[config.mk]
export PLATFORM = sky130hd
export DESIGN_NAME = ps2_host_controller
export DESIGN_NICKNAME = d
export VERILOG_FILES = /design/src/rtl/ps2_host_controller_pkg.sv /design/src/rtl/ps2_host_controller_sync_edge.sv /design/src/rtl/ps2_host_controller.sv
export SDC_FILE = /design/constraint.sdc
export NUM_CORES = 1
export LEC_CHECK = 0
export ABC_AREA = 1
export BUFFER_PORTS_ARGS = -buffer_cell sky130_fd_sc_hd__buf_2
export CAP_MARGIN = 20
export CORE_MARGIN = 4
export CORE_UTILIZATION = 29
export CTS_CLUSTER_DIAMETER = 150
export DETAILED_ROUTE_END_ITERATION = 7
export MAX_ROUTING_LAYER = met4
export PLACE_DENSITY = 0.44
export SYNTH_ARGS = -nofsm -noshare
export SYNTH_HDL_FRONTEND = slang
export SYNTH_SLANG_ARGS = --single-unit
[constraint.sdc]
create_clock -name clock_in -period 5.5 [get_ports clock_in]
set_input_delay 0.825 -clock clock_in [delete_from_list [all_inputs] [get_ports clock_in]]
set_output_delay 0.825 -clock clock_in [all_outputs]
set_load 0.01 [all_outputs]
[src/rtl/ps2_host_controller_pkg.sv]
// Shared definitions for the PS/2 host controller: state encoding, frame size,
// common keyboard command bytes and the frame parity helper.
package ps2_host_controller_pkg;

   typedef enum logic [2:0] {
      ST_IDLE      = 3'd0,
      ST_RX        = 3'd1,
      ST_INHIBIT   = 3'd2,
      ST_REQ       = 3'd3,
      ST_WAIT_IDLE = 3'd4
   } ps2_state_t;

   localparam int FRAME_BITS = 11;

   localparam logic [7:0] PS2_CMD_SET_LED = 8'hED;
   localparam logic [7:0] PS2_CMD_RESET   = 8'hFF;
   localparam logic [7:0] PS2_CMD_ENABLE  = 8'hF4;

   // Odd parity: the parity bit makes the count of ones over data+parity odd.
   function automatic logic odd_parity(input logic [7:0] i_byte);
      return ~(^i_byte);
   endfunction

endpackage

[src/rtl/ps2_host_controller_sync_edge.sv]
// Two-flop synchronizer for the PS/2 pads plus a registered falling-edge pulse
// on the clock line; the data output is delayed so it lines up with the pulse.
module ps2_host_controller_sync_edge (
   input  logic clock_in,
   input  logic reset,
   input  logic i_clk_pad,
   input  logic i_dat_pad,
   output logic o_clk_sync,
   output logic o_dat_sync,
   output logic o_fall
);

   logic r_clk_meta;
   logic r_clk_sync;
   logic r_clk_prev;
   logic r_dat_meta;
   logic r_dat_sync;
   logic r_dat_dly;
   logic r_fall;

   // Synchronizer chains and fall detection; idle bus level is high.
   always_ff @(posedge clock_in) begin
      if (reset) begin
         r_clk_meta <= 1'b1;
         r_clk_sync <= 1'b1;
         r_clk_prev <= 1'b1;
         r_dat_meta <= 1'b1;
         r_dat_sync <= 1'b1;
         r_dat_dly  <= 1'b1;
         r_fall     <= 1'b0;
      end else begin
         r_clk_meta <= i_clk_pad;
         r_clk_sync <= r_clk_meta;
         r_clk_prev <= r_clk_sync;
         r_dat_meta <= i_dat_pad;
         r_dat_sync <= r_dat_meta;
         r_dat_dly  <= r_dat_sync;
         r_fall     <= r_clk_prev & ~r_clk_sync;
      end
   end

   assign o_clk_sync = r_clk_sync;
   assign o_dat_sync = r_dat_dly;
   assign o_fall     = r_fall;

endmodule

[src/rtl/ps2_host_controller.sv]
// Half-duplex PS/2 host: receives device frames, sends host commands and owns
// the open-drain clock/data enables for one PS/2 port.
module ps2_host_controller
   import ps2_host_controller_pkg::*;
#(
   parameter int INHIBIT_CYCLES = 5000,
   parameter int TIMEOUT_CYCLES = 100000
) (
   input  logic       clock_in,
   input  logic       reset,
   input  logic       ps2_clk_in,
   input  logic       ps2_dat_in,
   output logic       ps2_clk_oe,
   output logic       ps2_dat_oe,
   input  logic       tx_valid,
   input  logic [7:0] tx_data,
   output logic       tx_ready,
   output logic       tx_done,
   output logic       tx_error,
   output logic       rx_valid,
   output logic [7:0] rx_data,
   output logic       rx_error,
   output logic       busy
);

   localparam int CNT_MAX = (TIMEOUT_CYCLES > INHIBIT_CYCLES) ? TIMEOUT_CYCLES : INHIBIT_CYCLES;
   localparam int CNT_W   = $clog2(CNT_MAX + 1);
   localparam logic [CNT_W-1:0] CNT_ONE  = CNT_W'(1);
   localparam logic [CNT_W-1:0] INH_LAST = CNT_W'(INHIBIT_CYCLES);
   localparam logic [CNT_W-1:0] INH_PRE  = CNT_W'(INHIBIT_CYCLES - 1);
   localparam logic [CNT_W-1:0] TMO_LAST = CNT_W'(TIMEOUT_CYCLES - 1);
   localparam logic [3:0]       LAST_BIT = 4'(FRAME_BITS - 1);

   ps2_state_t       r_state;
   ps2_state_t       w_state_nxt;
   logic [CNT_W-1:0] r_cnt;
   logic [3:0]       r_bit_cnt;
   logic [9:0]       r_rx_shift;
   logic [9:0]       r_tx_frame;
   logic [7:0]       r_rx_data;
   logic             r_clk_oe;
   logic             r_dat_oe;
   logic             r_rx_valid;
   logic             r_rx_error;
   logic             r_tx_done;
   logic             r_tx_error;

   logic             w_clk_sync;
   logic             w_dat_sync;
   logic             w_fall;
   logic             w_rx_start;
   logic             w_accept;
   logic             w_timed;
   logic             w_timeout;
   logic             w_enter;
   logic [10:0]      w_frame;
   logic             w_frame_ok;
   logic             w_rx_ok;
   logic             w_rx_bad;
   logic             w_tx_ok;
   logic             w_tx_bad;

   ps2_host_controller_sync_edge u_sync (
      .clock_in   (clock_in),
      .reset      (reset),
      .i_clk_pad  (ps2_clk_in),
      .i_dat_pad  (ps2_dat_in),
      .o_clk_sync (w_clk_sync),
      .o_dat_sync (w_dat_sync),
      .o_fall     (w_fall)
   );

   assign w_rx_start = (r_state == ST_IDLE) && w_fall && !w_dat_sync;
   assign tx_ready   = (r_state == ST_IDLE) && !w_rx_start && !reset;
   assign w_accept   = tx_valid && tx_ready;
   assign w_timed    = (r_state == ST_RX) || (r_state == ST_REQ) || (r_state == ST_WAIT_IDLE);
   assign w_timeout  = w_timed && !w_fall && (r_cnt == TMO_LAST);
   assign w_enter    = (w_state_nxt != r_state);
   // Frame as it will look once the bit on the current fall is shifted in; bit 0 is the start bit.
   assign w_frame    = {w_dat_sync, r_rx_shift};
   assign w_frame_ok = !w_frame[0] && (^w_frame[9:1]) && w_frame[10];

   // State register.
   always_ff @(posedge clock_in) begin
      if (reset) begin
         r_state <= ST_IDLE;
      end else begin
         r_state <= w_state_nxt;
      end
   end

   // Next-state decode and completion/error events.
   always_comb begin
      w_state_nxt = r_state;
      w_rx_ok     = 1'b0;
      w_rx_bad    = 1'b0;
      w_tx_ok     = 1'b0;
      w_tx_bad    = 1'b0;
      case (r_state)
         ST_IDLE: begin
            if (w_rx_start) begin
               w_state_nxt = ST_RX;
            end else if (w_accept) begin
               w_state_nxt = ST_INHIBIT;
            end else begin
               w_state_nxt = ST_IDLE;
            end
         end
         ST_RX: begin
            if (w_timeout) begin
               w_rx_bad    = 1'b1;
               w_state_nxt = ST_IDLE;
            end else if (w_fall && (r_bit_cnt == LAST_BIT)) begin
               w_rx_ok     = w_frame_ok;
               w_rx_bad    = !w_frame_ok;
               w_state_nxt = ST_IDLE;
            end else begin
               w_state_nxt = ST_RX;
            end
         end
         ST_INHIBIT: begin
            if (r_cnt == INH_LAST) begin
               w_state_nxt = ST_REQ;
            end else begin
               w_state_nxt = ST_INHIBIT;
            end
         end
         ST_REQ: begin
            if (w_timeout) begin
               w_tx_bad    = 1'b1;
               w_state_nxt = ST_IDLE;
            end else if (w_fall && (r_bit_cnt == LAST_BIT)) begin
               w_tx_bad    = w_dat_sync;
               w_state_nxt = w_dat_sync ? ST_IDLE : ST_WAIT_IDLE;
            end else begin
               w_state_nxt = ST_REQ;
            end
         end
         ST_WAIT_IDLE: begin
            if (w_timeout) begin
               w_tx_bad    = 1'b1;
               w_state_nxt = ST_IDLE;
            end else if (w_clk_sync && w_dat_sync) begin
               w_tx_ok     = 1'b1;
               w_state_nxt = ST_IDLE;
            end else begin
               w_state_nxt = ST_WAIT_IDLE;
            end
         end
         default: begin
            w_state_nxt = ST_IDLE;
         end
      endcase
   end

   // Counters, shift registers and registered outputs.
   always_ff @(posedge clock_in) begin
      if (reset) begin
         r_cnt      <= '0;
         r_bit_cnt  <= 4'd0;
         r_rx_shift <= 10'd0;
         r_tx_frame <= 10'd0;
         r_rx_data  <= 8'd0;
         r_clk_oe   <= 1'b0;
         r_dat_oe   <= 1'b0;
         r_rx_valid <= 1'b0;
         r_rx_error <= 1'b0;
         r_tx_done  <= 1'b0;
         r_tx_error <= 1'b0;
      end else begin
         r_rx_valid <= w_rx_ok;
         r_rx_error <= w_rx_bad;
         r_tx_done  <= w_tx_ok;
         r_tx_error <= w_tx_bad;
         if (w_rx_ok) begin
            r_rx_data <= w_frame[8:1];
         end
         // The count includes the cycle being registered, so a timeout lands exactly
         // TIMEOUT_CYCLES after the fall; falls during INHIBIT are our own and ignored.
         if (w_enter || (w_fall && w_timed)) begin
            r_cnt <= CNT_ONE;
         end else if (r_state != ST_IDLE) begin
            r_cnt <= r_cnt + CNT_ONE;
         end
         if (w_enter) begin
            r_bit_cnt <= (w_state_nxt == ST_RX) ? 4'd1 : 4'd0;
         end else if (w_fall && ((r_state == ST_RX) || (r_state == ST_REQ))) begin
            r_bit_cnt <= r_bit_cnt + 4'd1;
         end
         if (w_rx_start || ((r_state == ST_RX) && w_fall)) begin
            r_rx_shift <= w_frame[10:1];
         end
         if (w_accept) begin
            r_tx_frame <= {1'b1, odd_parity(tx_data), tx_data};
         end
         r_clk_oe <= (w_state_nxt == ST_INHIBIT);
         if (w_state_nxt == ST_INHIBIT) begin
            r_dat_oe <= (r_state == ST_INHIBIT) && (r_cnt == INH_PRE);
         end else if (w_state_nxt == ST_REQ) begin
            if (r_state != ST_REQ) begin
               r_dat_oe <= 1'b1;
            end else if (w_fall) begin
               r_dat_oe <= ~r_tx_frame[r_bit_cnt];
            end
         end else begin
            r_dat_oe <= 1'b0;
         end
      end
   end

   assign ps2_clk_oe = r_clk_oe;
   assign ps2_dat_oe = r_dat_oe;
   assign rx_valid   = r_rx_valid;
   assign rx_error   = r_rx_error;
   assign rx_data    = r_rx_data;
   assign tx_done    = r_tx_done;
   assign tx_error   = r_tx_error;
   assign busy       = (r_state != ST_IDLE);

endmodule

### Word level (Yosys, flattened, before mapping)

Cells that the tools add are included.

| word-level totals | value |
|---|---|
| bits in writable memories | 0 |
| memories | 0 |
| bits in read-only memories | 0 |
| bits in latches | 0 |
| input bits | 13 |
| word-level logic and storage cells | 109 |
| output and inout bits | 16 |
| register bits | 65 |

| cells by class | value |
|---|---|
| bitwise operators | 6 |
| reduce and logical (&&, ||, !) cells | 34 |
| magnitude comparators | 1 |
| shifts and indexed selects | 0 |
| divide/modulo/power cells | 0 |
| muxes and demuxes | 32 |
| add/sub/neg operators | 2 |
| eq/ne operators | 14 |
| multipliers | 0 |

Operators by type and width:

| kind | number |
|---|---|
| $eq 17x13->1 const B | 2 |
| $mux 1 | 20 |
| $add 17x1->17 const B | 1 |
| $eq 17x17->1 const B | 1 |
| $logic_and 1x1->1 | 15 |
| $mux 3 | 5 |
| $pmux 3 s5 | 1 |
| $eq 3x2->1 const B | 4 |
| $reduce_xor 9->1 | 1 |
| $mux 4 | 2 |
| $reduce_xor 8->1 | 1 |
| $eq 3x1->1 const B | 2 |
| $logic_not 1->1 | 6 |
| $lt 4x5->1 const B | 1 |
| $not 1->1 | 5 |
| $add 4x1->4 const B | 1 |
| $bmux 1 s4 | 1 |
| $eq 4x4->1 const B | 1 |
| $logic_or 1x1->1 | 4 |
| $mux 2 | 2 |
| $ne 4x2->1 const B | 1 |
| $reduce_bool 2->1 | 2 |
| $reduce_or 2->1 | 2 |
| $eq 3x3->1 const B | 1 |
| 7 further kinds | 7 |

### Logic depth before layout (Yosys ltp)

Gate-level depths: netlist of the first run.

| logic depth | value |
|---|---|
| word-level depth | 13 |
| gate-level depth with buffers | 13 |
| mapped depth without buffers | 13 |

### Modules after synthesis

From an unflattened synthesis of the first run, not the netlist that was laid out.

| unflattened totals | value |
|---|---|
| cell total of the unflattened synthesis | 469 |
| area total of the unflattened synthesis | 3313.2 µm² |

By module, submodules not included:

| module | cells an instance | instances | sequential area each (µm²) | area an instance (µm²) |
|---|---|---|---|---|
| ps2_host_controller | 453 | 1 | 1161.1 | 3124.2 |
| ps2_host_controller_sync_edge | 16 | 1 | 140.1 | 188.9 |

### Worst setup path after synthesis of the first run

No wires, ideal clock.

| path | value |
|---|---|
| path type | input-to-reg |
| from | input port reset |
| to | register r_cnt[9] |
| stages on the path | 10 |
| path buffers | 1 |
| data required time | 5.436 ns |
| data arrival time | 1.856 ns |
| path slack | 3.580 ns |
| path through | nor3_4 nand2_2 inv_2 nor2_1 nand2_2 nor2_1 nor2_2 nand4_4 buf_6 nor2_1 |

| on the way | value |
|---|---|
| longest elaborated chain between the ends | 9 |

RTL lines:

| item | line | text |
|---|---|---|
| start: declaration | ps2_host_controller.sv:10 | `input logic reset,` |
| $logic_not 1->1 | ps2_host_controller.sv:74 | `assign tx_ready = (r_state == ST_IDLE) && !w_rx_start && !reset;` |
| $logic_and 1x1->1 | ps2_host_controller.sv:74 |  |
| $logic_and 1x1->1 | ps2_host_controller.sv:75 | `assign w_accept = tx_valid && tx_ready;` |
| $mux 2 | ps2_host_controller.sv:103 | `end else if (w_accept) begin` |
| $mux 2 | ps2_host_controller.sv:101 | `if (w_rx_start) begin` |
| $pmux 3 s5 | ps2_host_controller.sv:99 | `case (r_state)` |
| $ne 3x3->1 | ps2_host_controller.sv:78 | `assign w_enter = (w_state_nxt != r_state);` |
| $logic_or 1x1->1 | ps2_host_controller.sv:180 | `if (w_enter \|\| (w_fall && w_timed)) begin` |
| $reduce_or 2->1 (no source line) (*) | n/a |  |
| end signal: assignment | ps2_host_controller.sv:183 | `r_cnt <= r_cnt + CNT_ONE;` |
| end: declaration | ps2_host_controller.sv:36 | `logic [CNT_W-1:0] r_cnt;` |

Every way passes the cells marked *; elsewhere a longest branch is shown, timed or not.
A chain may end at the register's enable or synchronous reset.

### Final worst setup path of the first run

| path | value |
|---|---|
| from | register r_bit_cnt[0] |
| to | register r_rx_data[7] (netlist: rx_data[7]) |

| on the way | value |
|---|---|
| longest elaborated chain between the ends | 5 |

RTL lines:

| item | line | text |
|---|---|---|
| start: declaration | ps2_host_controller.sv:37 | `logic [3:0] r_bit_cnt;` |
| start signal: assignment | ps2_host_controller.sv:186 | `r_bit_cnt <= (w_state_nxt == ST_RX) ? 4'd1 : 4'd0;` |
| start signal: assignment | ps2_host_controller.sv:188 | `r_bit_cnt <= r_bit_cnt + 4'd1;` |
| $eq 4x4->1 | ps2_host_controller.sv:113 | `end else if (w_fall && (r_bit_cnt == LAST_BIT)) begin` |
| $logic_and 1x1->1 | ps2_host_controller.sv:113 |  |
| $mux 1 | ps2_host_controller.sv:113 |  |
| $mux 1 | ps2_host_controller.sv:110 | `if (w_timeout) begin` |
| $mux 1 | ps2_host_controller.sv:99 |  |
| end signal: assignment | ps2_host_controller.sv:176 | `r_rx_data <= w_frame[8:1];` |
| end: declaration | ps2_host_controller.sv:40 | `logic [7:0] r_rx_data;` |

No other way between the ends.

==> results of run 1 <==
-- worst register-to-register path: cells and delay by family, from the launching register on --
kind / cells / cell delay [ns]
AND/OR/NAND/NOR: 7 / 1.37
flip-flops: 1 / 0.39
buffers and inverters: 2 / 0.30
adder cells (fa/ha/maj): 1 / 0.17
-- synth_stat cells, drive strengths merged (2+ instances only) --
cell,n
nor2,108
nand2,81
dfxtp,65
inv,53
o21ai,24
xor2,22
nand3,18
nand4,11
nor3,11
xnor2,9
a21oi,8
or2,8
buf,5
ha,4
clkbuf,3
nor4,2
-- registers in the layout, indices dropped and copies added (netlist names) --
| signal | count |
|---|---|
| ps2_clk_oe | 1 |
| ps2_dat_oe | 1 |
| r_bit_cnt | 4 |
| r_cnt | 17 |
| r_rx_shift | 10 |
| r_state | 3 |
| r_tx_frame | 10 |
| rx_data | 8 |
| rx_error | 1 |
| rx_valid | 1 |
| tx_done | 1 |
| tx_error | 1 |
| u_sync.o_clk_sync | 1 |
| u_sync.o_dat_sync | 1 |
| u_sync.o_fall | 1 |
| u_sync.r_clk_meta | 1 |
| u_sync.r_clk_prev | 1 |
| u_sync.r_dat_meta | 1 |
| u_sync.r_dat_sync | 1 |
-- logic make-up after synthesis --
family                     count (synthesis)  share of synthesized area, %
AOI/OAI and AO/OA                         37                          6.57
xor gates and xnor gates                  31                          8.58
adders and majority gates                  4                          1.58
buffers and inverters                     62                          7.71
DFF                                       65                          41.1
and+or+nand+nor                          243                          34.4
-- layout make-up --
| cell class | instances | area [um^2] |
|---|---|---|
| well taps | 136 | 170 |
| clock inverters | 7 | 53.8 |
| repair buffers | 28 | 140 |
| multi-input cells | 315 | 1620 |
| inverters | 54 | 203 |
| fillers | 1142 | 6850 |
| flip-flops and latches | 65 | 1300 |
| clock buffers | 9 | 124 |
-- worst max path at each step --
stage,start,endpoint,slack [ns],cells after the start
floorplan,reset,r_cnt[9]$_SDFFE_PP0P_,3.58,10
global route,r_bit_cnt[0]$_SDFFE_PP0P_,rx_data[4]$_SDFFE_PP0P_,2.85,10
finish,r_bit_cnt[0]$_SDFFE_PP0P_,rx_data[7]$_SDFFE_PP0P_,3.21,10
CTS,r_bit_cnt[0]$_SDFFE_PP0P_,rx_data[1]$_SDFFE_PP0P_,3.15,10
detailed placement,reset,r_cnt[4]$_SDFFE_PP0P_,2.94,10
global placement,reset,r_cnt[4]$_SDFFE_PP0P_,3.01,10
-- layer usage --
layer  global-route usage [%]  vias to the layer above
met2                     16.5                       42
li1                         -                     1447
met4                     5.13                        0
met5                        -                        -
met3                     3.07                       15
met1                     16.1                     1149
-- report_power, final --
part / switching [mW] / internal (mW) / total, mW
clock: 0.200 / 0.166 / 0.366
sequential: 0.00922 / 0.482 / 0.491
combinational: 0.0470 / 0.0281 / 0.0751
total: 0.256 / 0.676 / 0.933
==> impl_metrics.env, run 1 <==
export IMPL_hold_buffers=0
export IMPL_ys_top_cells_by_area="dfxtp_1, nor2_1, nand2_1"
export IMPL_crit_type="reg2reg"
export IMPL_fin_crit_sh_pct=41.6
export IMPL_drtIter0Drc=114
export IMPL_clkSlewWorstSetupHoldPaths_ns=0.08
export IMPL_cp_buffers_inverters=2
export IMPL_cts_setup_buffers=0
export IMPL_critPathMaxStageDelay_ns=0.42
export IMPL_fin_util_pct=34.5
export IMPL_worst_setup_path_end_kind="register"
export IMPL_die_width_um=112
export IMPL_wirelength_mm=6.90
export IMPL_drt_first_pass_iters=4
export IMPL_fp_dieH_um=112
export IMPL_tightest_slew_ns=0.941
export IMPL_ys_types=40
export IMPL_drc=0
export IMPL_peakVddDrop_v=0.0000905
export IMPL_status="finished clean"
export IMPL_syn_area_per_cell_um2=7.16
export IMPL_ys_ff_latch=65
export IMPL_async_flop_share_pct=0
export IMPL_period_minus_slack_ns=2.29
export IMPL_cts_buffers=9
export IMPL_yosysSeqAreaShare_pct=41.1
export IMPL_met3WireLength_um=237
export IMPL_netlist_instances=442
export IMPL_r2r_start="r_bit_cnt[0]$_SDFFE_PP0P_"
export IMPL_fin_setup_tns_ns=0
export IMPL_start_util_pct=30.2
export IMPL_grt_max_degree=34
export IMPL_num_antenna_cells=0
export IMPL_cp_common_cell="nand2_1"
export IMPL_min_from="u_sync.r_clk_meta$_SDFF_PP1_"
export IMPL_layout_commonest_cell="nor2_1"
export IMPL_finalPower_mw=0.933
export IMPL_track_usage_pct=11.8
export IMPL_core_rowCount=37
export IMPL_grt_pass1_vias=2520
export IMPL_worstRegToRegCells=10
export IMPL_worstSetupStartpointType="register"
export IMPL_setup_violations=0
export IMPL_synth_top_area_share_pct=41.1
export IMPL_worstPathRequired_ns=5.79
export IMPL_final_cell_mix="nor2_1, nand2_1, dfxtp_1"
export IMPL_clock_latency_ns=0.35
export IMPL_hold_path_endpoint="u_sync.o_clk_sync$_SDFF_PP1_"
export IMPL_crit_family="simple AND/OR/NAND/NOR gates"
export IMPL_fin_worst_skew_ns=0.0125
export IMPL_top_layer="met4"
export IMPL_powerDensity_nw_per_um2=258
export IMPL_grt_antenna_before_repair=0
export IMPL_clock_root_buffer="clkbuf_8"
export IMPL_final_nets=490
export IMPL_h_tree_depth=3
export IMPL_post_place_cells=598
export IMPL_path_max_fanout=8
export IMPL_gp_congestion=0.842
export IMPL_drive_above_1_share_pct=14.2
export IMPL_maxSlewHeadroom_pct=37.2
export IMPL_cts_tree="done"
export IMPL_dieArea_um2=12600
export IMPL_finalWorstSetupSlack_ns=3.21
export IMPL_place_worst_setup_slack_ns=2.94
export IMPL_min_path_cells=1
export IMPL_io_pins=29
export IMPL_crit_arrival_ns=2.57
export IMPL_crit_chain="clkinv_1, ha_1, nand2_1, nor2_1, inv_1, nor3_1, nand4_1, nand2_1, nand2_1, nor2_1"
export IMPL_syn_to_final_growth_pct=14.1
export IMPL_fmax_ghz=0.437
export IMPL_wl_met1_mm=3.66
export IMPL_dpl_cell_area_um2=3430
export IMPL_drtAntennaViolNets=0
export IMPL_met2_length_mm=2.84
export IMPL_rsz0062_at_grt="no"
export IMPL_grt_pass1_wl_mm=11.9
export IMPL_fin_cells=614
export IMPL_r2r_end="rx_data[7]$_SDFFE_PP0P_"
export IMPL_clockBufferDepth=2
export IMPL_fin_area_um2=3610
export IMPL_port_buffers=28
export IMPL_cellLeakagePower_nw=1.59
export IMPL_synth_edff_count=0
export IMPL_vias=2653
export IMPL_cts_resized=0
export IMPL_r2r_slack_ns=3.21
export IMPL_dpl_hpwl_mm=5.11
export IMPL_whs_ns=0.403
export IMPL_crit_slowest_cell="nand4_1"
export IMPL_netlist_area_um2=3160
export IMPL_grt_overflow=0
export IMPL_synth_main_ff_cell="dfxtp_1"
export IMPL_vias_per_cell=4.32
export IMPL_hold_violations=0
export IMPL_yosys_area_top_type="dfxtp_1"
export IMPL_core_area_um2=10500
export IMPL_synth_fp_nets=459
export IMPL_cap_violations=0
export IMPL_numClockSinks=65
export IMPL_wire_per_inst_um=11.2
export IMPL_hp_class="reg2reg"
export IMPL_drv_slew=0
export IMPL_yosys_warnings=0
Note: power is estimated with default switching activity, not from simulation.
==> run 2: changes to the inputs <==
--- a/config.mk
+++ b/config.mk
@@ -13,7 +13,7 @@
 export CTS_CLUSTER_DIAMETER = 150
 export DETAILED_ROUTE_END_ITERATION = 7
 export MAX_ROUTING_LAYER = met4
-export PLACE_DENSITY = 0.44
+export PLACE_DENSITY = 0.45
 export SYNTH_ARGS = -nofsm -noshare
 export SYNTH_HDL_FRONTEND = slang
 export SYNTH_SLANG_ARGS = --single-unit
==> constraint.sdc (replaced) <==
create_clock -name clock_in -period 2 [get_ports clock_in]
set_input_delay 0.3 -clock clock_in [delete_from_list [all_inputs] [get_ports clock_in]]
set_output_delay 0.3 -clock clock_in [all_outputs]
set_load 0.01 [all_outputs]
==> impl_metrics.env, run 2 (synthesis results as in run 1) <==
export IMPL_gp_congestion=0.814
export IMPL_hold_buffers=0
export IMPL_crit_slowest_cell="dfxtp_2"
export IMPL_tightest_slew_ns=0.305
export IMPL_peakVddDrop_v=0.000309
export IMPL_grt_overflow=0
export IMPL_final_nets=517
export IMPL_fin_area_um2=3910
export IMPL_cp_buffers_inverters=1
export IMPL_wirelength_mm=7.47
export IMPL_cts_tree="done"
export IMPL_grt_max_degree=23
export IMPL_fp_dieH_um=112
export IMPL_dieArea_um2=12600
export IMPL_h_tree_depth=3
export IMPL_wire_per_inst_um=11.6
export IMPL_top_regs="r_cnt: 17 flops, r_rx_shift: 10 flops, r_tx_frame: 10 flops"
export IMPL_fin_worst_skew_ns=0.0118
export IMPL_period_minus_slack_ns=1.88
export IMPL_vias=2804
export IMPL_fin_cells=641
export IMPL_fmax_ghz=0.532
export IMPL_crit_chain="nor2_4, nand2_4, nor3_4, nand2_2, inv_2, nor2_1, nand2_2, nor2_1, nor2_4, nand4_4, nor2_1"
export IMPL_fin_setup_tns_ns=0
export IMPL_port_buffers=28
export IMPL_crit_arrival_ns=2.15
export IMPL_drtAntennaViolNets=0
export IMPL_clkSlewWorstSetupHoldPaths_ns=0.08
export IMPL_start_util_pct=30.2
export IMPL_dpl_cell_area_um2=3570
export IMPL_setup_violations=0
export IMPL_vias_per_cell=4.37
export IMPL_status="finished clean"
export IMPL_clock_latency_ns=0.34
export IMPL_cp_common_cell="nor2_1"
export IMPL_clock_root_buffer="clkbuf_8"
export IMPL_grt_antenna_before_repair=0
export IMPL_worstPathRequired_ns=2.27
export IMPL_die_width_um=112
export IMPL_whs_ns=0.136
export IMPL_crit_family="simple AND/OR/NAND/NOR gates"
export IMPL_drive_above_1_share_pct=21.6
export IMPL_core_rowCount=37
export IMPL_fin_util_pct=37.4
export IMPL_path_depth=11
export IMPL_rsz0062_at_grt="yes"
export IMPL_worst_setup_path_end_kind="register"
export IMPL_grt_pass1_vias=2725
export IMPL_dpl_hpwl_mm=5.22
export IMPL_num_antenna_cells=0
export IMPL_track_usage_pct=12.4
export IMPL_final_cell_mix="nor2_1, nand2_1, dfxtp_1"
export IMPL_clockBufferDepth=2
export IMPL_drv_slew=0
export IMPL_min_path_cells=2
export IMPL_maxSlewHeadroom_pct=79.6
export IMPL_hp_class="in2reg"
export IMPL_cts_buffers=9
export IMPL_worstSetupStartpointType="register"
export IMPL_worstRegToRegCells=11
export IMPL_powerDensity_nw_per_um2=714
export IMPL_grt_pass1_wl_mm=12.6
export IMPL_top_register="r_cnt"
export IMPL_cellLeakagePower_nw=1.72
export IMPL_drtIter0Drc=77
export IMPL_hold_violations=0
export IMPL_drt_first_pass_iters=4
export IMPL_crit_type="reg2reg"
export IMPL_syn_to_final_growth_pct=23.7
export IMPL_path_max_fanout=8
export IMPL_numClockSinks=65
export IMPL_post_place_cells=617
export IMPL_core_area_um2=10500
export IMPL_fin_crit_sh_pct=94.0
export IMPL_critPathMaxStageDelay_ns=0.36
export IMPL_drc=0
export IMPL_layout_commonest_cell="nor2_1"
export IMPL_cap_violations=0
export IMPL_largest_reg_flops=17
export IMPL_io_pins=29
==> run 2: worst paths after layout <==
path / startpoint / endpoint / slack (ns)
min: ps2_dat_in / u_sync.r_dat_meta$_SDFF_PP1_ / 0.14
max reg2reg: r_state[0]$_SDFF_PP0_ / r_cnt[3]$_SDFFE_PP0P_ / 0.12
max: r_state[0]$_SDFF_PP0_ / r_cnt[3]$_SDFFE_PP0P_ / 0.12
min reg2reg: u_sync.r_clk_prev$_SDFF_PP1_ / u_sync.o_fall$_SDFF_PP0_ / 0.41
==> run 2: layout make-up <==
type | count | area [um^2]
fillers | 1154 | 6550
multi-input cells | 316 | 1680
flip-flops and latches | 65 | 1310
repair buffers | 54 | 335
inverters | 54 | 206
well taps | 136 | 170
clock buffers | 11 | 151
clock inverters | 5 | 60.1
==> run 2: repair_timing <==
item | in CTS | in global routing
pin swaps | 1 | 3
setup endpoints to repair | 1 | 38
setup buffers | 1 | 6
gates resized for setup | 0 | 18
cloned | 0 | 1
==> run 2: power breakdown <==
| group | internal (mW) | switching (mW) |
|---|---|---|
| registers | 1.33 | 0.0197 |
| clock network | 0.651 | 0.551 |
| logic | 0.100 | 0.147 |
| total | 2.08 | 0.718 |
==> run 2: per-layer routing <==
layer	GRT usage [%]	part of all wire, %
met5	-	0
met4	4.65	1.6
met3	2.32	2.7
met2	18.4	42
met1	16.9	53
==> run 2: per-stage QoR <==
stage / setup slack, ns / power, mW
3_5_place_dp: 0.0139 / 1.61
4_1_cts: 0.00371 / 2.85
3_3_place_gp: 0.00895 / 1.61
2_1_floorplan: 0.177 / 1.53
6_report: 0.121 / 2.79
5_1_grt: -0.0356 / 2.95
